$ cat src/rtl/cache_line_store.sv
// Fully-associative line store with per-line age ranking.
// Supplies hit/valid/data, free and LRU victim info to the cache controller.
module cache_line_store #(
  parameter int ADDR_W = 8,
  parameter int DATA_W = 8,
  parameter int LINES  = 4
) (
  input  logic                       clk,
  input  logic                       rst,
  input  logic                       req_i,
  input  logic                       we_i,
  input  logic [ADDR_W-1:0]          adr_i,
  input  logic [DATA_W-1:0]          dat_i,
  output logic                       hit_o,
  output logic                       valid_o,
  output logic [DATA_W-1:0]          dat_o,
  output logic                       free_o,
  output logic [ADDR_W-1:0]          lru_adr_o,
  output logic [DATA_W-1:0]          lru_dat_o,
  output logic [$clog2(LINES+1)-1:0] count_o
);

  localparam int IW = $clog2(LINES);
  localparam int CW = $clog2(LINES+1);
  localparam logic [IW-1:0] AGE_MAX = IW'(LINES-1);
  localparam logic [CW-1:0] CNT_MAX = CW'(LINES);

  logic [ADDR_W-1:0] tag_q [LINES];
  logic [ADDR_W-1:0] tag_d [LINES];
  logic [DATA_W-1:0] dat_q [LINES];
  logic [DATA_W-1:0] dat_d [LINES];
  logic [IW-1:0]     age_q [LINES];
  logic [IW-1:0]     age_d [LINES];
  logic [LINES-1:0]  vld_q;
  logic [LINES-1:0]  vld_d;
  logic [CW-1:0]     cnt_q;
  logic [CW-1:0]     cnt_d;

  logic [LINES-1:0]  vmatch;
  logic [LINES-1:0]  imatch;
  logic              vhit;
  logic              ihit;
  logic [IW-1:0]     vidx;
  logic [IW-1:0]     iidx;
  logic [IW-1:0]     fidx;
  logic [IW-1:0]     lidx;
  logic [IW-1:0]     widx;
  logic [IW-1:0]     k;
  logic [IW-1:0]     a;
  logic              free;
  logic              wr;
  logic              upd;

  always_comb begin
    vmatch = '0;
    imatch = '0;
    vhit   = 1'b0;
    ihit   = 1'b0;
    vidx   = '0;
    iidx   = '0;
    fidx   = '0;
    lidx   = '0;
    for (int i = 0; i < LINES; i++) begin
      vmatch[i] = vld_q[i] && (tag_q[i] == adr_i);
      imatch[i] = !vld_q[i] && (tag_q[i] == adr_i);
    end
    // Scan downward so the lowest index wins.
    for (int i = LINES-1; i >= 0; i--) begin
      if (vmatch[i]) begin
        vhit = 1'b1;
        vidx = IW'(i);
      end
      if (imatch[i]) begin
        ihit = 1'b1;
        iidx = IW'(i);
      end
      if (!vld_q[i]) fidx = IW'(i);
      if (age_q[i] == AGE_MAX) lidx = IW'(i);
    end
  end

  assign free = (cnt_q != CNT_MAX);
  assign widx = vhit ? vidx : iidx;

  assign hit_o     = vhit | ihit;
  assign valid_o   = hit_o ? vld_q[widx] : 1'b0;
  assign dat_o     = hit_o ? dat_q[widx] : '0;
  assign free_o    = free;
  assign lru_adr_o = tag_q[lidx];
  assign lru_dat_o = dat_q[lidx];
  assign count_o   = cnt_q;

  assign wr  = req_i & we_i;
  assign upd = req_i & (vhit | we_i);

  always_comb begin
    if (vhit)      k = vidx;
    else if (free) k = fidx;
    else           k = lidx;
  end

  assign a = age_q[k];

  always_comb begin
    vld_d = vld_q;
    cnt_d = cnt_q;
    for (int i = 0; i < LINES; i++) begin
      tag_d[i] = tag_q[i];
      dat_d[i] = dat_q[i];
      age_d[i] = age_q[i];
    end
    if (wr) begin
      tag_d[k] = adr_i;
      dat_d[k] = dat_i;
      vld_d[k] = 1'b1;
      if (!vhit && free) cnt_d = cnt_q + CW'(1);
    end
    // Promote line k to MRU; younger lines age by one.
    if (upd) begin
      for (int i = 0; i < LINES; i++) begin
        if (age_q[i] < a) age_d[i] = age_q[i] + IW'(1);
      end
      age_d[k] = '0;
    end
  end

  always_ff @(posedge clk) begin
    if (rst) begin
      vld_q <= '0;
      cnt_q <= '0;
      for (int i = 0; i < LINES; i++) begin
        tag_q[i] <= '0;
        dat_q[i] <= '0;
        age_q[i] <= IW'(i);
      end
    end else begin
      vld_q <= vld_d;
      cnt_q <= cnt_d;
      for (int i = 0; i < LINES; i++) begin
        tag_q[i] <= tag_d[i];
        dat_q[i] <= dat_d[i];
        age_q[i] <= age_d[i];
      end
    end
  end

endmodule

$ cat config.mk
export PLATFORM = sky130hd
export DESIGN_NAME = cache_line_store
export DESIGN_NICKNAME = d
export VERILOG_FILES = /design/src/rtl/cache_line_store.sv
export SDC_FILE = /design/constraint.sdc
export NUM_CORES = 1
export LEC_CHECK = 0
export CAP_MARGIN = 20
export CORE_ASPECT_RATIO = 0.9
export CORE_MARGIN = 1.5
export CORE_UTILIZATION = 57
export DETAILED_ROUTE_END_ITERATION = 10
export PLACE_DENSITY = 0.8
export SLEW_MARGIN = 5
export SYNTH_ARGS = -nofsm -noshare
export SYNTH_HDL_FRONTEND = slang
export SYNTH_SLANG_ARGS = --single-unit
export TNS_END_PERCENT = 30
$ cat constraint.sdc
create_clock -name clk -period 5.5 [get_ports clk]
set_clock_uncertainty 0.1 [all_clocks]
set_input_delay 1.375 -clock clk [delete_from_list [all_inputs] [get_ports clk]]
set_output_delay 1.375 -clock clk [all_outputs]
set_load 0.02 [all_outputs]
==> impl_metrics.ini, run 1 <==
[drt]
drt_iter0_markers = 257
first_pass_iters = 5
via_per_inst = 6.05
wire_per_inst_um = 17.0
antenna_left = 0
drt_wl_total_mm = 11.7
drc_errors = 0
vias = 4171

[status]
status = complete, no violations

[sta]
hold_ws_ps = 402
fin_crit_ps = 5360
slew_headroom_pct = 28.1
hold_viol = 0
drv_slew = 0
worstMarginPinSlew_ps = 1080
fin_setup_tns_ps = 0
setup_viol = 0
rsz0062_at_grt = no
fmax_mhz = 186
post-route-period-util_pct = 97.5

[critical_path]
crit_path_top_delay_cell = clkdlybuf4s50_1
worst_ep_required_time_ps = 4030
cp_max_fo = 16
reg2reg_from = age_q[0][0]
cp-start-kind = primary input
path_cells = clkdlybuf4s50_1, buf_4, xnor2_2, nand4_1, or3_4, nand2_1, o21ai_2, buf_12, mux2i_1, o22ai_1, dlygate4sd2_1
crit_path_start = adr_i[6]
end_kind = primary output
critical_path.top_delay_family = buffers and inverters
worstSetupEndpoint = dat_o[1]
slowest_delay_ps = 580
ff2ff_path_depth = 13
cp.arrival_ps = 3890
cp_num_cells = 11
crit_type = in2out
path_buf_inv = 4
timing.rr.end = age_q[1][0]
rrSetupSlack_ps = 1600

[synth]
synth-edff-count = 0
yosys.area_share.simple_pct = 16.6
synthAdderAreaFrac_pct = 2.73
synth_fp_nets = 546
syn_area_per_cell_um2 = 8.89
synth_cells = 516
postSynth.asyncResetShare_pct = 0
yosys.cell_types.count = 58
synth_top_family_by_area = multiplexers
ys_warn_count = 0
synth_compound_area_share_pct = 15.7
syn_area_um2 = 4590
synth_xor_area_share_pct = 6.95
synth_seq_cells = 79
synthFlopType = dfxtp_1
synth.area.mux_share_pct = 18.6
ys_seq_area_share_pct = 34.5

[global_routing]
grt_overflow = 0
first_global_vias = 3948
grt_pass1_wl_mm = 19.4
antenna_found_initial = 0
grtUsageTotal_pct = 28.2
grt_max_degree = 81

[clock_network]
cts_sinks = 79
cts_buffer_depth = 2
cts_max_level = 3
cts_tree = built
clk_pin_slew_worst_paths_ps = 90
clk_latency_ps = 360
cts-root-buf = clkbuf_8
hold_buffers = 0
numCtsBuffers = 9

[layout]
final_layout_size_suffix_gt1_share_pct = 14.3
insertedDiodeCount = 0
fin_cells = 689
area_delta_synth_final_pct = 23.4
utilization_pct = 73.9
final_nets = 618

[hold_path]
hold_class = reg2reg

[floorplan]
die-area_um2 = 8600
die_w_um = 97.6
fp.dieH_um = 88.1
start_util_pct = 59.9
num_rows = 30
io_pins = 50
fp.coreArea_um2 = 7660

[run]
cap_violations = 0

[pwr]
power_switching_w = 0.000365
p_seq_share_pct = 42.6
p_comb_share_pct = 17.3
vdd_drop_max_uv = 157
power.internal_w = 0.00104
p_leak_nw = 2.27
clkPwrFrac_pct = 40.1
switching_share_pct = 25.9
power.density_nw_per_um2 = 249

[placed_design]
routabilityCongestion = 0.946
placed_cells = 673
post-dp-hpwl_mm = 8.13
port_buffers = 49
==> area by class of cell <==
class	count	area, um^2
flip-flops and latches	79	1580
repair buffers	93	848
inverters	11	41.3
well taps	96	120
clock buffers	11	131
multi-input cells	394	2810
fillers	573	2000
clock inverters	5	129
==> how the worst min path moves through the flow <==
stage                start           to  cells past startpoint
2_1_floorplan     vld_q[3]     vld_q[3]                      2
3_3_place_gp      vld_q[3]     vld_q[3]                      2
3_5_place_dp   tag_q[0][0]  tag_q[0][0]                      2
4_1_cts        tag_q[0][2]  tag_q[0][2]                      2
5_1_grt        tag_q[0][0]  tag_q[0][0]                      2
6_report        count_o[2]   count_o[2]                      2
==> through the flow <==
step           worst slack [ps]  cell area (um^2)  power (W)
2_1_floorplan               313              4590   0.000762
3_3_place_gp               -164              5370   0.000847
3_5_place_dp               -290              5370   0.000852
4_1_cts                    89.3              5630    0.00141
5_1_grt                    2.49              5660    0.00146
6_report                    136              5660    0.00141
==> worst min-delay path: cells and delay by family, from the launching register on <==
kind | cells | cell delay [ps]
AOI/OAI and AO/OA | 1 | 60
buffers and inverters | 1 | 70
DFF | 1 | 330
==> synth_stat cells (4+ instances only) <==
cell type	count	area [um^2]
mux2i_1	84	841
dfxtp_1	79	1580
nor2_1	77	289
nand2_1	36	135
o22ai_1	25	156
a21oi_1	21	105
clkbuf_1	17	63.8
o21ai_0	16	80.1
xor2_1	16	140
xnor2_1	13	114
inv_1	11	41.3
a31oi_1	10	62.6
ha_1	10	125
buf_6	7	78.8
nand3_1	7	35.0
or3_1	6	37.5
buf_2	5	25.0
nor3_1	5	25.0
a211oi_1	4	30.0
nand4_1	4	25.0
o21a_1	4	30.0
xnor2_2	4	65.1
==> repair_timing <==
action                                 CTS  global route
setup endpoints to repair                8             8
buffers inserted                         0             0
cloned                                   0             0
endpoints found under the hold margin    0             0
gates resized for setup                 10            10
==> cell usage in the layout, fill, tap and decap left out, types with 3 or more instances in the layout <==
| cell | count |
|---|---|
| dlymetal6s2s_1 | 7 |
| o21a_1 | 4 |
| nor2_1 | 77 |
| xnor2_2 | 4 |
| dlygate4sd2_1 | 8 |
| xor2_1 | 16 |
| bufinv_16 | 4 |
| or3_1 | 6 |
| nand3_1 | 7 |
| or4_1 | 3 |
| a211oi_1 | 4 |
| inv_1 | 11 |
| o211a_1 | 3 |
| clkbuf_8 | 9 |
| a211o_1 | 3 |
| nor3_2 | 4 |
| nand4_1 | 4 |
| o22ai_1 | 25 |
| o21ai_0 | 16 |
| nand2_1 | 35 |
| a31oi_1 | 10 |
| a21oi_1 | 21 |
| clkdlybuf4s50_1 | 33 |
| ha_1 | 10 |
| dfxtp_1 | 79 |
| buf_4 | 42 |
| mux2i_1 | 84 |
| xnor2_1 | 13 |
==> sequential cells by signal, indices dropped and copies added, names as in the netlist <==
name / count
count_o: 3
age_q: 8
vld_q: 4
tag_q: 32
dat_q: 32
==> power groups by stage <==
| stage | Combinational (W) | Clock, W | Sequential [W] |
|---|---|---|---|
| after global routing | 0.000262 | 0.000593 | 0.000601 |
| final | 0.000244 | 0.000564 | 0.000599 |
| after detailed placement | 0.000240 | 0 | 0.000612 |
| after global placement | 0.000235 | 0 | 0.000611 |
| after floorplan | 0.000153 | 0 | 0.000610 |
| after CTS | 0.000242 | 0.000571 | 0.000599 |
==> kinds of logic after synthesis <==
group                      after synthesis
DFF                                     79
muxes                                   85
buffers and inverters                   43
and+or+nand+nor                        159
xor gates and xnor gates                33
adders and majority gates               10
AOI/OAI and AO/OA                      107
==> routing by layer <==
metal  track usage (%)  up-vias  wire [um]
li1                  -     1987          -
met1              37.5     2010       5210
met3              5.75       18        716
met2              47.4      156       5680
met4              7.40        0        115
met5                 0        -          0
Power figures use the tool's default switching activity.
==> run 2: changes to the inputs <==
--- a/config.mk
+++ b/config.mk
@@ -11,6 +11,7 @@
 export CORE_UTILIZATION = 57
 export DETAILED_ROUTE_END_ITERATION = 10
 export PLACE_DENSITY = 0.8
+export REMOVE_ABC_BUFFERS = 1
 export SLEW_MARGIN = 5
 export SYNTH_ARGS = -nofsm -noshare
 export SYNTH_HDL_FRONTEND = slang
==> constraint.sdc (replaced) <==
create_clock -name clk -period 5 [get_ports clk]
set_clock_uncertainty 0.1 [all_clocks]
set_input_delay 1.25 -clock clk [delete_from_list [all_inputs] [get_ports clk]]
set_output_delay 1.25 -clock clk [all_outputs]
set_load 0.02 [all_outputs]
==> impl_metrics.ini, run 2 (synthesis results as in run 1) <==
[drt]
via_per_inst = 6.00
drt_iter0_markers = 266
antenna_left = 0
drt_wl_total_mm = 12.1
first_pass_iters = 5
drc_errors = 0
wire_per_inst_um = 17.2
vias = 4198

[critical_path]
end_kind = primary output
cp.arrival_ps = 3580
worstSetupEndpoint = dat_o[1]
rrSetupSlack_ps = 1150
worst_ep_required_time_ps = 3650
timing.rr.end = age_q[1][1]
cp_max_fo = 8
ff2ff_path_depth = 14
crit_path_start = adr_i[3]
reg2reg_from = age_q[0][0]
crit_type = in2out
cp-start-kind = primary input

[clock_network]
numCtsBuffers = 9
clk_latency_ps = 350
clk_pin_slew_worst_paths_ps = 90
cts_tree = built
cts_max_level = 3
hold_buffers = 0
cts_sinks = 79
cts-root-buf = clkbuf_8
cts_buffer_depth = 2

[run]
cap_violations = 0

[pwr]
power_switching_w = 0.000419
vdd_drop_max_uv = 212
clkPwrFrac_pct = 32.3
power.internal_w = 0.000962
power_w = 0.00138
power.density_nw_per_um2 = 242
p_leak_nw = 2.25
p_seq_share_pct = 47.8
p_comb_share_pct = 19.9
switching_share_pct = 30.3

[sta]
worstMarginPinSlew_ps = 903
hold_viol = 0
slew_headroom_pct = 39.4
drv_slew = 0
post-route-period-util_pct = 98.7
fmax_mhz = 203
setup_viol = 0
fin_crit_ps = 4930

[global_routing]
grt_max_degree = 74
first_global_vias = 4078
grt_overflow = 0
grt_pass1_wl_mm = 19.5
grtUsageTotal_pct = 28.4
antenna_found_initial = 0

[layout]
fin_cells = 700
final_nets = 629
layout_commonest_cell = mux2i_1
largest_registers = dat_q: 32 flops, tag_q: 32 flops, age_q: 8 flops
insertedDiodeCount = 0
area_delta_synth_final_pct = 24.4
final_layout_size_suffix_gt1_share_pct = 18.4
num-fill-cells = 546
multiInputGateArea_um2 = 2850
final_cell_mix = mux2i_1 (82), dfxtp_1 (79), nor2_1 (75)
regArea_um2 = 1580
final_area_um2 = 5710

[placed_design]
post-dp-hpwl_mm = 7.92
dpl_cell_area_um2 = 5410
port_buffers = 49
placed_cells = 677
routabilityCongestion = 0.870

[floorplan]
fp.coreArea_um2 = 7660
die_w_um = 97.6
io_pins = 50
fp.dieH_um = 88.1
num_rows = 30
start_util_pct = 59.9
die-area_um2 = 8600

[status]
status = complete, no violations

[hold_path]
hold_class = reg2reg
min_from = vld_q[3]
==> run 2: layout make-up <==
class,count,area share [%]
sequential,79,27.7
inverter,11,0.724
multi-input combinational,394,49.9
tap,96,2.10
clock buffer,10,2.41
clock inverter,6,0.767
timing repair buffer,104,16.4
==> run 2: worst min path at each step <==
stage	slack, ps	depth (start not counted)	endpoint
floorplan	360	2	vld_q[3]
global placement	380	2	count_o[2]
global route	450	2	vld_q[3]
CTS	410	2	vld_q[3]
finish	420	2	vld_q[3]
detailed placement	400	2	tag_q[0][1]
==> run 2: stage by stage <==
step / utilization [%] / TNS, ps / hold slack (ps) / setup slack, ps
2_1_floorplan: - / -891 / 357 / -111
3_3_place_gp: 70.7 / -3840 / 378 / -433
3_5_place_dp: 70.7 / -4470 / 399 / -498
4_1_cts: 73.3 / -5.21 / 413 / -5.21
5_1_grt: 74.5 / -23.4 / 446 / -11.7
6_report: 74.5 / 0 / 415 / 66.0
==> run 2: critical path, stage by stage <==
cell             delay, ps
clkdlybuf4s50_1        470
buf_6                  130
xnor2_2                110
nand4_1                190
or3_4                  470
nand2_4                 90
o21ai_2                 70
buf_4                  150
buf_12                 140
mux2i_4                190
o22ai_2                170
buf_6                  140
==> run 2: routing by layer <==
layer / routed length, um / vias to the layer above / track usage (%)
met2: 5720 / 146 / 48.2
met3: 731 / 30 / 6.15
met4: 252 / 0 / 10.3
li1: - / 2020 / -
met1: 5370 / 2002 / 36.0
met5: 0 / - / 0
==> run 2: power by group through the flow <==
| stage | registers [W] | clock network (W) | logic, W |
|---|---|---|---|
| final | 0.000660 | 0.000446 | 0.000275 |
| after floorplan | 0.000671 | 0 | 0.000142 |
| after CTS | 0.000659 | 0.000446 | 0.000270 |
| after global placement | 0.000673 | 0 | 0.000262 |
| after detailed placement | 0.000673 | 0 | 0.000267 |
| after global routing | 0.000662 | 0.000476 | 0.000295 |
==> run 2: repair_timing <==
item                                    CTS  global route
setup buffers                             2             4
pin swaps                                 3            12
cloned                                    1             0
gates resized for setup                  42            17
endpoints found under the setup margin   10             9
